==> config.mk <==
export PLATFORM = sky130hd
export DESIGN_NAME = mdio_master
export DESIGN_NICKNAME = d
export VERILOG_FILES = /design/src/rtl/mdio_master.sv
export SDC_FILE = /design/constraint.sdc
export NUM_CORES = 1
export LEC_CHECK = 0
export ABC_AREA = 1
export CORE_ASPECT_RATIO = 1.2
export CORE_UTILIZATION = 49
export DETAILED_ROUTE_END_ITERATION = 10
export MAX_ROUTING_LAYER = met4
export PLACE_DENSITY = 0.76
export SYNTH_ARGS = -nofsm -noshare
export SYNTH_HDL_FRONTEND = slang
export SYNTH_SLANG_ARGS = --single-unit
==> constraint.sdc <==
create_clock -name clk -period 2.5 [get_ports clk]
set_input_delay 0.5 -clock clk [delete_from_list [all_inputs] [get_ports clk]]
set_output_delay 0.5 -clock clk [all_outputs]
set_load 0.02 [all_outputs]
==> src/rtl/mdio_master.sv <==
// mdio_master: Clause 22 / Clause 45 MDIO management master with divided MDC
module mdio_master #(
  parameter int CLK_DIV      = 25,
  parameter int PREAMBLE_LEN = 32,
  parameter int C45_EN       = 1
) (
  input  logic        clk,
  input  logic        reset,
  input  logic        req_valid,
  output logic        req_ready,
  input  logic        req_c45,
  input  logic [1:0]  req_op,
  input  logic [4:0]  req_phyad,
  input  logic [4:0]  req_regad,
  input  logic [15:0] req_wdata,
  output logic        rsp_valid,
  output logic [15:0] rsp_rdata,
  output logic        rsp_err,
  output logic        mdc,
  output logic        mdio_o,
  input  logic        mdio_i,
  output logic        mdio_t
);
  localparam int DW = $clog2(CLK_DIV);
  localparam logic [DW-1:0] DIV_MAX = DW'(CLK_DIV - 1);
  localparam logic [5:0] PL   = 6'(PREAMBLE_LEN);
  localparam logic [5:0] LAST = 6'(PREAMBLE_LEN + 31);
  localparam logic [5:0] TA1  = 6'(PREAMBLE_LEN + 14);
  localparam logic [5:0] TA2  = 6'(PREAMBLE_LEN + 15);
  localparam logic [1:0] IDLE = 2'd0, PRE = 2'd1, FRAME = 2'd2, DONE = 2'd3;

  logic [1:0]    state_q, state_d;
  logic [DW-1:0] div_q, div_d;
  logic [5:0]    bit_q, bit_d;
  logic          mdc_q, mdc_d, mdo_q, mdo_d, mdt_q, mdt_d;
  logic [31:0]   frm_q, frm_d;
  logic          rd_q, rd_d, err_q, err_d, rv_q, rv_d, rerr_q, rerr_d;
  logic [15:0]   sh_q, sh_d, rdata_q, rdata_d;

  logic        req_c45_e, req_rd, half, rise, fall;
  logic [31:0] req_frm;
  logic [5:0]  nxt;
  logic [4:0]  fidx;

  assign req_c45_e = (C45_EN != 0) && req_c45;
  assign req_rd    = req_c45_e ? req_op[1] : (req_op == 2'b10);
  assign req_frm   = {1'b0, !req_c45_e, req_op, req_phyad, req_regad, 2'b10, req_rd ? 16'h0000 : req_wdata};
  assign half      = div_q == DIV_MAX;
  assign rise      = half && !mdc_q;
  assign fall      = half && mdc_q;
  assign nxt       = bit_q + 6'd1;
  assign fidx      = 5'(nxt - PL);

  assign req_ready = state_q == IDLE;
  assign rsp_valid = rv_q;
  assign rsp_rdata = rdata_q;
  assign rsp_err   = rerr_q;
  assign mdc       = mdc_q;
  assign mdio_o    = mdo_q;
  assign mdio_t    = mdt_q;

  // Next-state: accept in IDLE, run the MDC divider and bit sequencer, report in DONE
  always_comb begin
    state_d = state_q;
    div_d   = div_q;
    bit_d   = bit_q;
    mdc_d   = mdc_q;
    mdo_d   = mdo_q;
    mdt_d   = mdt_q;
    frm_d   = frm_q;
    rd_d    = rd_q;
    err_d   = err_q;
    sh_d    = sh_q;
    rv_d    = 1'b0;
    rdata_d = rdata_q;
    rerr_d  = rerr_q;
    if (state_q == IDLE) begin
      if (req_valid) begin
        state_d = (PREAMBLE_LEN != 0) ? PRE : FRAME;
        div_d   = '0;
        bit_d   = '0;
        mdc_d   = 1'b0;
        mdo_d   = (PREAMBLE_LEN != 0) ? 1'b1 : req_frm[31];
        mdt_d   = 1'b0;
        frm_d   = req_frm;
        rd_d    = req_rd;
        err_d   = 1'b0;
        sh_d    = '0;
      end
    end else if (state_q == DONE) begin
      state_d = IDLE;
    end else begin
      div_d = half ? '0 : div_q + 1'b1;
      mdc_d = half ? !mdc_q : mdc_q;
      if (rise && rd_q && bit_q == TA2) err_d = mdio_i;
      if (rise && rd_q && bit_q > TA2) sh_d = {sh_q[14:0], mdio_i};
      if (fall && bit_q == LAST) begin
        state_d = DONE;
        bit_d   = '0;
        mdo_d   = 1'b1;
        mdt_d   = 1'b1;
        rv_d    = 1'b1;
        rdata_d = sh_q;
        rerr_d  = err_q;
      end else if (fall) begin
        bit_d   = nxt;
        state_d = (int'(nxt) < PREAMBLE_LEN) ? PRE : FRAME;
        mdo_d   = (int'(nxt) < PREAMBLE_LEN) ? 1'b1 : frm_q[~fidx];
        mdt_d   = rd_q && nxt >= TA1;
      end
    end
  end

  // State registers; reset aborts any frame and parks the bus released
  always_ff @(posedge clk or posedge reset) begin
    if (reset) begin
      state_q <= IDLE;
      div_q   <= '0;
      bit_q   <= '0;
      mdc_q   <= 1'b0;
      mdo_q   <= 1'b1;
      mdt_q   <= 1'b1;
      frm_q   <= '0;
      rd_q    <= 1'b0;
      err_q   <= 1'b0;
      sh_q    <= '0;
      rv_q    <= 1'b0;
      rdata_q <= '0;
      rerr_q  <= 1'b0;
    end else begin
      state_q <= state_d;
      div_q   <= div_d;
      bit_q   <= bit_d;
      mdc_q   <= mdc_d;
      mdo_q   <= mdo_d;
      mdt_q   <= mdt_d;
      frm_q   <= frm_d;
      rd_q    <= rd_d;
      err_q   <= err_d;
      sh_q    <= sh_d;
      rv_q    <= rv_d;
      rdata_q <= rdata_d;
      rerr_q  <= rerr_d;
    end
  end
endmodule
After elaboration in Yosys (flattened, before gate mapping) --
Index checks and enable logic that the tools add are counted.
Cells by class: muxes and demuxes 43, reduce and logical (&&, ||, !) cells 23, add/subtract/negate cells 3, bitwise operators 3, order comparisons 4, equal/unequal tests 7
Operators with widths (number):
- $mux W16 | 5
- $mux W6 | 5
- $mux W1 | 22
- $mux W5 | 4
- $reduce_and A3 Y1 | 5
- $eq A6 B6 Y1 const B | 2
- $mux W2 | 6
- $logic_and A1 B1 Y1 | 7
- $add A6 B1 Y6 const B | 1
- $ge A6 B6 Y1 const B | 1
- $gt A6 B6 Y1 const B | 1
- $lt A5 B6 Y1 const B | 1
- $lt A6 B6 Y1 const B | 1
- $reduce_and A2 Y1 | 3
- $reduce_bool A2 Y1 | 3
- $add A5 B1 Y5 const B | 1
- $bmux W1 S5 | 1
- $eq A5 B5 Y1 const B | 1
- $not A5 Y5 | 1
- $sub A5 B1 Y5 const B | 1
- $eq A2 B2 Y1 const B | 2
- $ne A2 B2 Y1 const B | 2
- $reduce_bool A4 Y1 | 1
- $reduce_bool A3 Y1 | 1
- 3 further kinds | 5
Word-level totals: input bits 33, register bits 82, output and inout bits 22

Logic depth before layout (Yosys ltp) --
depth in word-level cells 10, gate-level depth with buffers 12

Least setup slack after synthesis --
OpenSTA, ideal clock, no wires.
path kind reg-to-reg, start register state_q[0], end register frm_q[10], stages on the path, launching flop included 9, arrival time 1.660 ns, clock period less this slack 1.743 ns, path slack 0.757 ns, path buffers 1, path through dfrtp_1 inv_1 ha_1 nand2_2 or2_1 o22ai_2 buf_6 nand2_1 o21ai_0
Between the ends: cells in the longest elaborated chain, start to end 2
Ends and longest elaborated chain:
- start, declared | RTL line 32 | logic [1:0] state_q, state_d;
- start signal, assigned | RTL line 131 | state_q <= state_d;
- $logic_not A2 Y1
- named net req_ready | RTL line 10 | output logic req_ready,
- $reduce_and A2 Y1 (no line)
- end signal, assigned | RTL line 137 | frm_q <= frm_d;
- end, declared | RTL line 36 | logic [31:0] frm_q, frm_d;
The timed path passes the listed nets, and every way through them passes these cells. A chain may end at the register's enable or synchronous reset.

Worst setup path after layout --
start register state_q[1], end output port req_ready
Between the ends: cells in the longest elaborated chain, start to end 1
Ends and longest elaborated chain:
- $logic_not A2 Y1 | RTL line 54 | assign req_ready = state_q == IDLE;
- end, declared | RTL line 10
Every way passes these cells.

==> summary.txt <==
Synth
  • Ys flop type: dfrtp_1
  • Asr flop ratio synth: 100%
  • Commonest cells in the netlist: 147 x nand2_1, 80 x dfrtp_1, 46 x inv_1
  • Mapped Cells: 439
  • Ranking of synthesized cells by area: dfrtp_1 52%, nand2_1 14%, inv_1 4.5%, mux2_4 3.9%, o21ai_0 3.9%
  • Net count after synthesis: 477
  • Top-area cell type share of the netlist area: 52.2%
  • Post-Synthesis Cell Area: 3830 um^2
  • Yosys cell types: 32
  • Seq/Total Area, Yosys: 53.6%
  • Syn Area/Cell: 8.73 um^2
  • Count leader, synth: nand2_1
  • Dominant cell type by area after synthesis: dfrtp_1
  • FF+latch count, synth: 82
  • Number of flops mapped to enable cells by yosys: 0
  • Synth Warn #: 0

GRT
  • Vias in the first global route: 3024
  • Pin count of the biggest net entering global routing: 39
  • Initial antenna violation count: 0
  • GR Overflow Total: 0
  • First-pass GRT wire length: 13200 um
  • Overall routing resource usage: 21.6%

Worst setup path
  • R2R Setup Slk: 0.45 ns
  • Crit path cell chain: inv_1 -> ha_1 -> clkdlybuf4s50_1
  • Critical path's slowest cell: clkdlybuf4s50_1
  • CP endpoint kind: primary output
  • Max Fanout on Critical Path: 7
  • Largest stage delay on the critical path: 0.67 ns
  • Crit path kind: reg2out
  • Req. time, crit path: 2.00 ns
  • CP Launch Type: register
  • Critical path arrival: 1.81 ns

Status
  • Status: finished, final reports clean

Route
  • DRT Wirelength: 7420 um
  • Routed via count: 2993
  • DR iter-0 viols: 156
  • Final ANT Viol Nets: 0
  • Wire per inst: 12.5 um
  • DR DRC count: 0
  • DRT Pass-1 Iters: 4
  • Vias per cell: 5.06

Clocking
  • # Post-CTS Setup Buffers: 0
  • H-tree depth: 3
  • Number of buffers created by CTS: 9
  • Worst-Skew Late Latency: 0.35 ns
  • CTS Hold Bufs: 0
  • Clock-pin transition on the worst setup and hold timing paths: 0.08 ns
  • Root Driver: clkbuf_8
  • CTS tree: built
  • Post-cts repair resize count: 0
  • Sink Count: 82
  • Clock Path Buffers: 2

Final layout
  • Post-route cell area: 4680 um^2
  • Final net count: 535
  • Register Area: 2050 um^2
  • Footprint of the multi-input gates: 1510 um^2
  • Post-Layout Cell Count: 592
  • Post-layout utilization of the core: 63.3%
  • N_diodes: 0
  • Proportion of layout cells with a drive suffix above 1: 11.8%
  • Area Growth Syn to Fin: 22.2%
  • # fillers: 655

Power and ir drop
  • Peak VDD IR: 0.571 mV
  • Power Total: 4.22 mW
  • Power Density: 901 nW/um^2
  • Leak: 2.29 nW

Floorplanning
  • Die Wd: 82.7 um
  • Initial core utilization: 51.8%
  • I/O pins: 55
  • Die area: 8180 um^2
  • Die Span Y: 98.9 um
  • Core area: 7400 um^2
  • Rows: 34

STA
  • Final Slew Violations: 0
  • Final hold vios: 0
  • F_max: 0.434 GHz
  • Worst Setup Slack, final: 0.193 ns
  • Tmin final: 2.31 ns
  • Setup TNS Final: 0 ns
  • Worst hold slack: 0.474 ns
  • Clock Skew: 0.00756 ns
  • Worst slew margin: 45.9%
  • Least-Margin Pin Slew: 0.810 ns
  • Final Cycle Share: 92.3%
  • Setup Viol. Count Final: 0
  • Unrepaired setup endpoints after global routing: no

Flow run
  • Max Cap Viol: 0

Place
  • RePlAce Congestion: 0.787
  • DPL Wire Length: 5210 um
  • Dpl cells: 576
  • PortBufs: 54
  • Dpl cell area: 4480 um^2
  • Worst setup slack after placement: 0.195 ns

Hold path
  • HP Class: reg2reg
routing by layer:
layer	vias to the layer above	GRT usage, %	routed length [um]
met4	0	8.49	146
met1	1389	26.0	3240
met3	13	5.37	338
met5	-	-	0
met2	84	34.4	3700
li1	1507	-	-
state kept, by name (all words and copies together), names as in the netlist:
| signal | count |
|---|---|
| mdc | 1 |
| state_q | 2 |
| frm_q | 30 |
| rd_q | 1 |
| div_q | 5 |
| mdio_t | 1 |
| rsp_valid | 1 |
| mdio_o | 1 |
| rsp_rdata | 16 |
| err_q | 1 |
| bit_q | 6 |
| sh_q | 16 |
| rsp_err | 1 |
layout make-up:
class / instances / area share [%]
inverter: 51 / 4.17
sequential: 82 / 43.9
multi-input combinational: 291 / 32.1
tap: 90 / 2.40
timing repair buffer: 62 / 13.1
clock buffer: 11 / 3.02
clock inverter: 5 / 1.31
critical path: cells and delay by family, from the launching register on:
family	cells	cell delay, ns
adders and majority gates	1	0.31
DFF	1	0.41
buffers and inverters	2	0.74
power breakdown:
group	internal, mW	total, mW	switching [mW]
Clock	0.497	0.986	0.489
Combinational	0.512	1.42	0.907
Sequential	1.64	1.82	0.173
layout by cell type, fill, tap and decap left out, drive strengths merged, types with 5 or more instances in the layout:
master         count
nand2            150
nor2              24
mux2              17
ha                 5
inv               51
o21ai             45
nand3             31
clkbuf            11
clkdlybuf4s50     54
buf                8
dfrtp             80
o22ai              7
path summary, 6_finish.rpt:
kind | startpoint | cells after the start | to
setup / recovery | state_q[1] | 3 | req_ready
hold / removal | mdio_t | 2 | mdio_t
setup reg to reg | state_q[1] | 5 | frm_q[10]
hold reg to reg | mdio_t | 2 | mdio_t
max in group asynchronous | reset | 3 | frm_q[28]
min in group asynchronous | reset | 2 | frm_q[13]
cells by family (layout without fill, tap and decap cells):
family,count (synthesis),in the layout,synth area share [%]
AND/OR/NAND/NOR,211,211,23.5
flip-flops,82,82,53.6
buffers and inverters,66,129,7.12
AO/OA/AOI/OAI,56,56,7.74
multiplexers,17,17,5.97
adder cells (fa/ha/maj),5,5,1.63
XOR/XNOR,2,2,0.457
No activity file was read; power rests on OpenSTA's default activity.
